==> src/rtl/cpuDefine.sv <==
// Shared definitions for the TLB maintenance sequencer: op encodings,
// sequencer states and the INVTLB op limit.
package cpuDefine;

    typedef enum logic [2:0] {
        OP_SRCH = 3'd0,
        OP_RD   = 3'd1,
        OP_WR   = 3'd2,
        OP_FILL = 3'd3,
        OP_INV  = 3'd4
    } TlbOp;

    typedef enum logic [2:0] {
        ST_IDLE,
        ST_SRCH,
        ST_SRCH_CAP,
        ST_RD,
        ST_WR,
        ST_INV,
        ST_DONE
    } seq_state_e;

    localparam logic [4:0] INV_OP_MAX = 5'd6;

    function automatic logic inv_op_legal(input logic [4:0] op);
        return op <= INV_OP_MAX;
    endfunction

endpackage

==> src/rtl/tlb_inv_match.sv <==
// Combinational INVTLB entry selector: decides whether one TLB entry is
// covered by the given invalidate op (the E bit is qualified by the caller).
module tlb_inv_match (
    input  logic        e_g,
    input  logic [9:0]  e_asid,
    input  logic [18:0] e_vppn,
    input  logic [4:0]  inv_op,
    input  logic [9:0]  inv_asid,
    input  logic [18:0] inv_va,
    output logic        match
);
    logic asid_eq;
    logic va_eq;

    always_comb begin
        asid_eq = (e_asid == inv_asid);
        va_eq   = (e_vppn == inv_va);
        match   = 1'b0;
        case (inv_op)
            5'd0, 5'd1: match = 1'b1;
            5'd2:       match = e_g;
            5'd3:       match = ~e_g;
            5'd4:       match = ~e_g && asid_eq;
            5'd5:       match = ~e_g && asid_eq && va_eq;
            5'd6:       match = (e_g || asid_eq) && va_eq;
            default:    match = 1'b0;
        endcase
    end

endmodule

==> src/rtl/tlb_op_seq.sv <==
// Multi-cycle sequencer for TLBSRCH/TLBRD/TLBWR/TLBFILL/INVTLB.
// Define TLB_FILL_LFSR_EN to pick fill slots from a free-running LFSR.
module tlb_op_seq #(
    parameter int TLBNUM     = 16,
    parameter int TLBNUMSIZE = 4
) (
    input  logic                  clk,
    input  logic                  reset,
    input  logic                  op_valid,
    output logic                  op_ready,
    input  logic [2:0]            op_type,
    input  logic [4:0]            inv_op,
    input  logic [9:0]            inv_asid,
    input  logic [18:0]           inv_va,
    input  logic [TLBNUMSIZE-1:0] csr_index,
    input  logic [9:0]            csr_asid,
    input  logic [18:0]           csr_vppn,
    output logic                  s_req,
    output logic [18:0]           s_vppn,
    output logic [9:0]            s_asid,
    input  logic                  s_hit,
    input  logic [TLBNUMSIZE-1:0] s_index,
    output logic                  s1e,
    output logic [TLBNUMSIZE-1:0] s1_index,
    output logic                  s1_ne,
    output logic [TLBNUMSIZE-1:0] r_index,
    output logic                  re,
    input  logic                  e_e,
    input  logic                  e_g,
    input  logic [9:0]            e_asid,
    input  logic [18:0]           e_vppn,
    output logic                  we,
    output logic [TLBNUMSIZE-1:0] w_index,
    output logic                  inv_we,
    output logic                  done,
    output logic                  refetch,
    output logic                  ine
);
    import cpuDefine::*;

    localparam logic [TLBNUMSIZE-1:0] LAST_IDX = TLBNUMSIZE'(TLBNUM - 1);

    seq_state_e            state;
    seq_state_e            state_n;
    TlbOp                  op_q;
    logic [TLBNUMSIZE-1:0] index_q;
    logic [9:0]            asid_q;
    logic [18:0]           vppn_q;
    logic [4:0]            inv_op_q;
    logic [9:0]            inv_asid_q;
    logic [18:0]           inv_va_q;
    logic [TLBNUMSIZE-1:0] scan_q;
    logic [TLBNUMSIZE-1:0] fill_ptr;
    logic                  accept;
    logic                  inv_hit;

    tlb_inv_match u_match (
        .e_g      (e_g),
        .e_asid   (e_asid),
        .e_vppn   (e_vppn),
        .inv_op   (inv_op_q),
        .inv_asid (inv_asid_q),
        .inv_va   (inv_va_q),
        .match    (inv_hit)
    );

    // Operands are captured at acceptance so the WB stage may move on.
    always_ff @(posedge clk) begin
        if (reset) begin
            state      <= ST_IDLE;
            op_q       <= OP_SRCH;
            index_q    <= '0;
            asid_q     <= '0;
            vppn_q     <= '0;
            inv_op_q   <= '0;
            inv_asid_q <= '0;
            inv_va_q   <= '0;
            scan_q     <= '0;
        end else begin
            state <= state_n;
            if (accept) begin
                op_q       <= TlbOp'(op_type);
                index_q    <= csr_index;
                asid_q     <= csr_asid;
                vppn_q     <= csr_vppn;
                inv_op_q   <= inv_op;
                inv_asid_q <= inv_asid;
                inv_va_q   <= inv_va;
                scan_q     <= '0;
            end else if (state == ST_INV) begin
                scan_q <= scan_q + 1'b1;
            end
        end
    end

`ifdef TLB_FILL_LFSR_EN
    logic [7:0] lfsr_q;

    // Galois form of x^8+x^6+x^5+x^4+1, shifting right.
    always_ff @(posedge clk) begin
        if (reset) begin
            lfsr_q <= 8'h01;
        end else begin
            lfsr_q <= {1'b0, lfsr_q[7:1]} ^ (lfsr_q[0] ? 8'hB8 : 8'h00);
        end
    end

    assign fill_ptr = lfsr_q[TLBNUMSIZE-1:0];
`else
    logic [TLBNUMSIZE-1:0] fill_q;

    always_ff @(posedge clk) begin
        if (reset) begin
            fill_q <= '0;
        end else if (state == ST_WR && op_q == OP_FILL) begin
            fill_q <= fill_q + 1'b1;
        end
    end

    assign fill_ptr = fill_q;
`endif

    assign op_ready = (state == ST_IDLE);
    assign s_vppn   = vppn_q;
    assign s_asid   = asid_q;

    always_comb begin
        state_n  = state;
        accept   = 1'b0;
        s_req    = 1'b0;
        s1e      = 1'b0;
        re       = 1'b0;
        we       = 1'b0;
        inv_we   = 1'b0;
        done     = 1'b0;
        refetch  = 1'b0;
        ine      = 1'b0;
        s1_index = s_hit ? s_index : index_q;
        s1_ne    = ~s_hit;
        r_index  = index_q;
        w_index  = index_q;
        case (state)
            ST_IDLE: begin
                if (op_valid) begin
                    case (op_type)
                        OP_SRCH: begin
                            accept  = 1'b1;
                            state_n = ST_SRCH;
                        end
                        OP_RD: begin
                            accept  = 1'b1;
                            state_n = ST_RD;
                        end
                        OP_WR, OP_FILL: begin
                            accept  = 1'b1;
                            state_n = ST_WR;
                        end
                        OP_INV: begin
                            if (inv_op_legal(inv_op)) begin
                                accept  = 1'b1;
                                state_n = ST_INV;
                            end else begin
                                ine = 1'b1;
                            end
                        end
                        default: state_n = ST_IDLE;
                    endcase
                end
            end
            ST_SRCH: begin
                s_req   = 1'b1;
                state_n = ST_SRCH_CAP;
            end
            ST_SRCH_CAP: begin
                s1e     = 1'b1;
                state_n = ST_DONE;
            end
            ST_RD: begin
                re      = 1'b1;
                state_n = ST_DONE;
            end
            ST_WR: begin
                we      = 1'b1;
                w_index = (op_q == OP_FILL) ? fill_ptr : index_q;
                state_n = ST_DONE;
            end
            ST_INV: begin
                r_index = scan_q;
                inv_we  = e_e && inv_hit;
                if (scan_q == LAST_IDX) begin
                    state_n = ST_DONE;
                end
            end
            ST_DONE: begin
                done    = 1'b1;
                refetch = 1'b1;
                state_n = ST_IDLE;
            end
            default: state_n = ST_IDLE;
        endcase
    end

endmodule

==> config.mk <==
export PLATFORM = sky130hd
export DESIGN_NAME = tlb_op_seq
export DESIGN_NICKNAME = d
export VERILOG_FILES = /design/src/rtl/cpuDefine.sv /design/src/rtl/tlb_inv_match.sv /design/src/rtl/tlb_op_seq.sv
export SDC_FILE = /design/constraint.sdc
export NUM_CORES = 1
export LEC_CHECK = 0
export ABC_CLOCK_PERIOD_IN_PS = 2700
export CAP_MARGIN = 30
export CORE_MARGIN = 2
export CORE_UTILIZATION = 45
export DETAILED_ROUTE_END_ITERATION = 8
export PLACE_DENSITY = 0.86
export SETUP_SLACK_MARGIN = 0.5
export SYNTH_ARGS = -nofsm -noshare
export SYNTH_HDL_FRONTEND = slang
export SYNTH_SLANG_ARGS = --single-unit
==> constraint.sdc <==
create_clock -name clk -period 2.7 [get_ports clk]
set_clock_uncertainty 0.15 [all_clocks]
set_input_delay 0.27 -clock clk [delete_from_list [all_inputs] [get_ports clk]]
set_output_delay 0.27 -clock clk [all_outputs]
set_load 0.01 [all_outputs]
After elaboration in Yosys (flattened, before gate mapping):

Index checks and enable logic that the tools add are counted.

* bits in registers: 81
* memories kept: 0
* bits in read-only memories: 0
* word-level logic and storage cells: 77
* latch bits: 0
* output and inout bits: 51
* bits in writable memories: 0
* bits of input ports: 109

* multiplexer cells: 24
* $lt $le $gt $ge: 1
* reductions and logical operators: 15
* multiply operators: 0
* divide/modulo/power cells: 0
* shift-type cells: 0
* equal/unequal tests: 23
* bitwise operators: 2
* add/subtract/negate cells: 2

Operators by type and width (number)
* 3-bit one-hot mux with 4 select lines: 2
* 19-bit equality test: 1
* 4-bit 2-to-1 mux: 4
* 3-bit by 2-bit equality test with 1-bit output, second input constant: 5
* 5-bit by 3-bit equality test with 1-bit output, second input constant: 3
* 1-bit 2-to-1 mux: 13
* 3-bit equality test, second input constant: 4
* 10-bit equality test: 1
* 5-bit by 2-bit equality test with 1-bit output, second input constant: 2
* 3-bit 2-to-1 mux: 3
* 4-bit by 1-bit adder with 4-bit output, second input constant: 2
* 3-bit by 1-bit equality test with 1-bit output, second input constant: 2
* 3-bit zero test: 2
* 1-bit one-hot mux with 6 select lines: 1
* 2-bit OR reduction: 3
* 5-bit by 1-bit equality test with 1-bit output, second input constant: 1
* 5-bit by 3-bit <= comparator with 1-bit output, second input constant: 1
* 1-bit logical AND: 5
* 5-bit zero test: 1
* 4-bit equality test, second input constant: 1
* 4-bit OR reduction: 1
* 3-bit != test, second input constant: 1
* 3-bit AND reduction: 1
* 3-bit OR reduction: 1
* other kinds (5): 6

Depth between registers and ports, before layout:

* depth in word-level cells: 6
* depth in mapped cells: 7
* mapped depth without buffers: 6

Cells and area by module:

A second synthesis with hierarchy kept.

* cells, all modules: 792
* area total of the unflattened synthesis: 6366.1 um2

Modules (own cells, without submodules)
* tlb_op_seq: area each 5963.2 um2, sequential area each 1621.6 um2, cells an instance 741, times used 1
* tlb_inv_match: area each 402.9 um2, sequential area each 0.0 um2, cells an instance 51, times used 1

Worst setup path after synthesis:

OpenSTA, ideal clock, no wires.

* path kind: register to output
* from: register state[2]
* to: output port w_index[0]
* data arrival time: 1.599 ns
* stages on the path, launching flop included: 5
* slack: 0.681 ns
* data required time: 2.280 ns
* buffers on the path: 1
* path through: dfxtp_1 nor3b_1 and4b_1 buf_2 mux2_2

* word-level cells in the longest chain between the ends: 2

RTL lines
* start, declared: RTL line tlb_op_seq.sv:43 `seq_state_e state;`
* start signal, assigned: RTL line tlb_op_seq.sv:80 `state <= state_n;`
* 3-bit equality test: RTL line tlb_op_seq.sv:142 `case (state)`
* 4-bit 2-to-1 mux: RTL line tlb_op_seq.sv:142
* end, declared: RTL line tlb_op_seq.sv:33 `output logic [TLBNUMSIZE-1:0] w_index,`

No other way between the ends.

Worst setup path in the final report:

* from: input port e_vppn[8]
* to: output port inv_we

* word-level cells in the longest chain between the ends: 5
* elaborated cells on any way between the ends: 6
* those cells by class: 1 x eq/ne; 2 x mux; 3 x reduce/logical

RTL lines
* start, declared: RTL line tlb_op_seq.sv:31 `input logic [18:0] e_vppn,`
* 19-bit equality test (*): RTL line tlb_inv_match.sv:17 `va_eq = (e_vppn == inv_va);`
* 1-bit logical AND (on tied branches): RTL line tlb_inv_match.sv:25, tlb_inv_match.sv:24
* 1-bit one-hot mux with 6 select lines (*): RTL line tlb_inv_match.sv:19 `case (inv_op)`
* 1-bit logical AND (*): RTL line tlb_op_seq.sv:189 `inv_we = e_e && inv_hit;`
* 1-bit 2-to-1 mux (*): RTL line tlb_op_seq.sv:142
* end, declared: RTL line tlb_op_seq.sv:34 `output logic inv_we,`

Every way passes the cells marked *; elsewhere a longest branch is shown, timed or not.

==> metrics.md <==
| Metric | Value |
|---|---|
| Core area | 7690 um^2 |
| Die Footprint | 8610 um^2 |
| Number of sinks driven by the clock tree | 81 |
| Clock transition at the register clock pins on the worst setup and hold paths after CTS | 0.09 ns |
| Worst slew margin relative to its limit | 60.7% |
| Post-synthesis to final-layout area growth | 63.6% |
| Initial DRC count | 124 |
| Pwr Density | 658 nW/um^2 |
| Mapped Avg Cell Area | 8.03 um^2 |
| Pin count of the biggest net entering global routing | 62 |
| Initial Utilization | 46.2% |
| Source of the worst register-to-register timing path | state[0] |
| DRT Pass-1 Iters | 4 |
| Share of layout cells above drive strength 1 | 15.1% |
| Worst Max-Slew Pin Slew | 0.589 ns |
| Top library cells by usage in the layout, fill and taps aside | 150 x sky130_fd_sc_hd__nand2_1, 145 x sky130_fd_sc_hd__clkdlybuf4s50_1, 75 x sky130_fd_sc_hd__dfxtp_1 |
| Arr. time, crit path | 1.86 ns |
| # placed instances | 686 |
| Final max-slew violation count | 0 |
| Row count | 32 |
| Root cell of the clock tree | sky130_fd_sc_hd__clkbuf_8 |
| P_leak | 0.00224 uW |
| Setup CP Type | in -> out |
| Number of max-cap violations | 0 |
| Worst min-delay path endpoint | inv_va_q[14] |
| Post-detailed-routing wire length | 10800 um |
| Post-layout utilization of the core | 75.6% |
| CP Cell Sequence | clkdlybuf4s50_1 > xnor2_1 > nand4_1 > nor4_2 > a21oi_1 > nor3_1 > buf_2 |
| Number of nets in the synthesized netlist | 554 |
| Count of endpoints failing setup in the final report | 0 |
| Path class of the lowest-slack min-delay path | in -> reg |
| Initial antenna violation count | 0 |
| Cell Count, Final, Fillers Out | 725 |
| Shortest period the worst path allows | 2.28 ns |
| CP max stage delay | 0.48 ns |
| Post-synthesis instance area | 3550 um^2 |
| Detailed placement HPWL | 7190 um |
| Sequential share of the synthesized area | 45.7% |
| Max clock buf depth | 2 |
| Clock tree from TritonCTS | built |
| Fin Setup TNS | 0 ns |
| Vias in the first global route | 3730 |
| Hold-critical path depth | 2 |
| CTS buffer count | 9 |
| YS warnings | 0 |
| Height of the die | 92.8 um |
| Total global-route track usage | 24.6% |
| Maximum resistive drop on vdd | 444 uV |
| Worst R2R End | op_q[1] |
| Design Power | 3820 uW |
| Vias after detailed routing | 3735 |
| Final period util | 84.3% |
| Routability Congestion | 0.807 |
| Post-route antenna net violation count | 0 |
| Number of enable-type register cells in the synthesized netlist | 0 |
| Wirelength per Cell | 14.9 um |
| Hold Crit Start | reset |
| Number of H-tree levels | 3 |
| I/O pin cnt | 160 |
| Standard cell with the maximum stage delay on the critical path | sky130_fd_sc_hd__clkdlybuf4s50_1 |
| Data required time of the critical path | 2.28 ns |
| Flip-flop cell with the highest count after synthesis | sky130_fd_sc_hd__dfxtp_1 |
| Length in cells of the worst reg-to-reg path | 8 |
| Congestion Overflow GR | 0 |
| Count of input and output buffers | 159 |
| Number of hold-slack violations in the final timing report | 0 |
| Endpoint class of the critical path | output port |
| Most common cell after layout, fill and taps aside | sky130_fd_sc_hd__nand2_1 |
| Biggest fanout along the worst timing path | 1 |
| Layout net count | 730 |
| Overall die width | 92.8 um |
| Status | completed |
| CP startpoint kind | input pin |
| Async set-reset flop share out of synthesis | 0% |
| Average via count per standard cell | 5.15 |
| Diodes inserted | 0 |
| Synthesized instance count | 442 |
| Setup repair after global routing missed its margin | yes |
| Max frequency | 439 MHz |
| R2R setup slack | 0.78 ns |
| Clock latency at the later pin of the worst-skew pair | 0.34 ns |
| Wire length of the first global-routing pass | 17000 um |
| Detailed-route DRC error count | 0 |
| Count of distinct cell types in the synthesized netlist | 30 |
| Flop and latch count out of synthesis | 81 |
## flip-flops by register name (all words and copies together), names as in the netlist, 4 cells and up
register	count
s_vppn	19
inv_va_q	19
fill_ptr	4
s_asid	10
index_q	4
scan_q	4
inv_op_q	5
inv_asid_q	10
## cells by family (layout without fill, tap and decap cells)
kind of cell	Yosys count	count (layout)	synth area share (%)
AO/OA/AOI/OAI	82	82	12.3
XOR/XNOR	37	37	9.13
multiplexers	15	15	4.69
buffers and inverters	31	212	4.23
AND/OR/NAND/NOR	193	193	22.9
adder cells (fa/ha/maj)	3	3	1.06
flip-flops	81	81	45.7
## where the power goes
group | leakage [uW] | internal (uW) | total (uW) | switching, uW
logic | 0.00144 | 646 | 1200 | 552
clock network | 0.000137 | 738 | 1190 | 448
registers | 0.000663 | 1340 | 1440 | 101
## worst max path at each step
| stage | from | end | slack (ns) | cells past startpoint |
|---|---|---|---|---|
| 6_report | e_vppn[8] | inv_we | 0.42 | 7 |
| 5_1_grt | e_g | inv_we | 0.34 | 7 |
| 4_1_cts | e_asid[6] | inv_we | 0.35 | 8 |
| 3_5_place_dp | e_asid[6] | inv_we | -0.07 | 8 |
| 3_3_place_gp | e_asid[6] | inv_we | -0.03 | 8 |
| 2_1_floorplan | state[2] | w_index[0] | 0.68 | 4 |
## routing by layer
layer | up-vias | global-route usage [%] | wire length (um)
li1 | 1818 | - | -
met3 | 16 | 7.32 | 692
met2 | 136 | 44.4 | 5720
met4 | 0 | 8.09 | 166
met1 | 1765 | 27.5 | 4190
met5 | - | 0 | 0
## timing repair
action / in CTS / in global routing
gates resized for setup: 49 / 29
hold buffers: 0 / 0
pin swaps: 6 / 9
endpoints found under the hold margin: 0 / 0
cloned: 0 / 0
setup endpoints to repair: 12 / 16
buffers inserted: 15 / 8
## Yosys cell counts, types with 2 or more instances
master                       n  share of area, %
sky130_fd_sc_hd__xor2_1     12               3.0
sky130_fd_sc_hd__nor2_1      9              0.95
sky130_fd_sc_hd__clkbuf_1   16               1.7
sky130_fd_sc_hd__buf_4       8               1.7
sky130_fd_sc_hd__nor3_1      6              0.85
sky130_fd_sc_hd__dfxtp_1    81                46
sky130_fd_sc_hd__inv_1       3              0.32
sky130_fd_sc_hd__and3b_1     3              0.74
sky130_fd_sc_hd__nand2_1   150                16
sky130_fd_sc_hd__nor3b_1     3              0.63
sky130_fd_sc_hd__mux2_2     13               4.1
sky130_fd_sc_hd__buf_2       3              0.42
sky130_fd_sc_hd__mux2i_1     2              0.56
sky130_fd_sc_hd__ha_1        3               1.1
sky130_fd_sc_hd__o22ai_1     3              0.53
sky130_fd_sc_hd__nand3_1     6              0.85
sky130_fd_sc_hd__nor4_1      5              0.88
sky130_fd_sc_hd__xnor2_1    25               6.2
sky130_fd_sc_hd__nand4_1     8               1.4
sky130_fd_sc_hd__a21oi_1    73                10
## stage by stage
step	cell area [um^2]	setup slack, ns	hold WS [ns]
final	5810	0.423	0.282
after global routing	5810	0.340	0.292
after CTS	5650	0.353	0.281
after detailed placement	5230	-0.0746	0.293
after global placement	5230	-0.0304	0.289
after floorplan	3550	0.681	0.256
## layout make-up
class                           count  area [um^2]
Fill cell                         546         1880
Clock inverter                      6          138
Clock buffer                       10          138
Timing Repair Buffer              193         1880
Inverter                            3         11.3
Tap cell                          102          128
Sequential cell                    81         1630
Multi-Input combinational cell    330         1880
## critical path, delay by kind of cell
family / cells / cell delay [ns]
buffers and inverters: 2 / 0.65
and+or+nand+nor: 3 / 0.67
xor gates and xnor gates: 1 / 0.14
AOI/OAI and AO/OA: 1 / 0.12
Note: power is estimated with default switching activity, not from simulation.
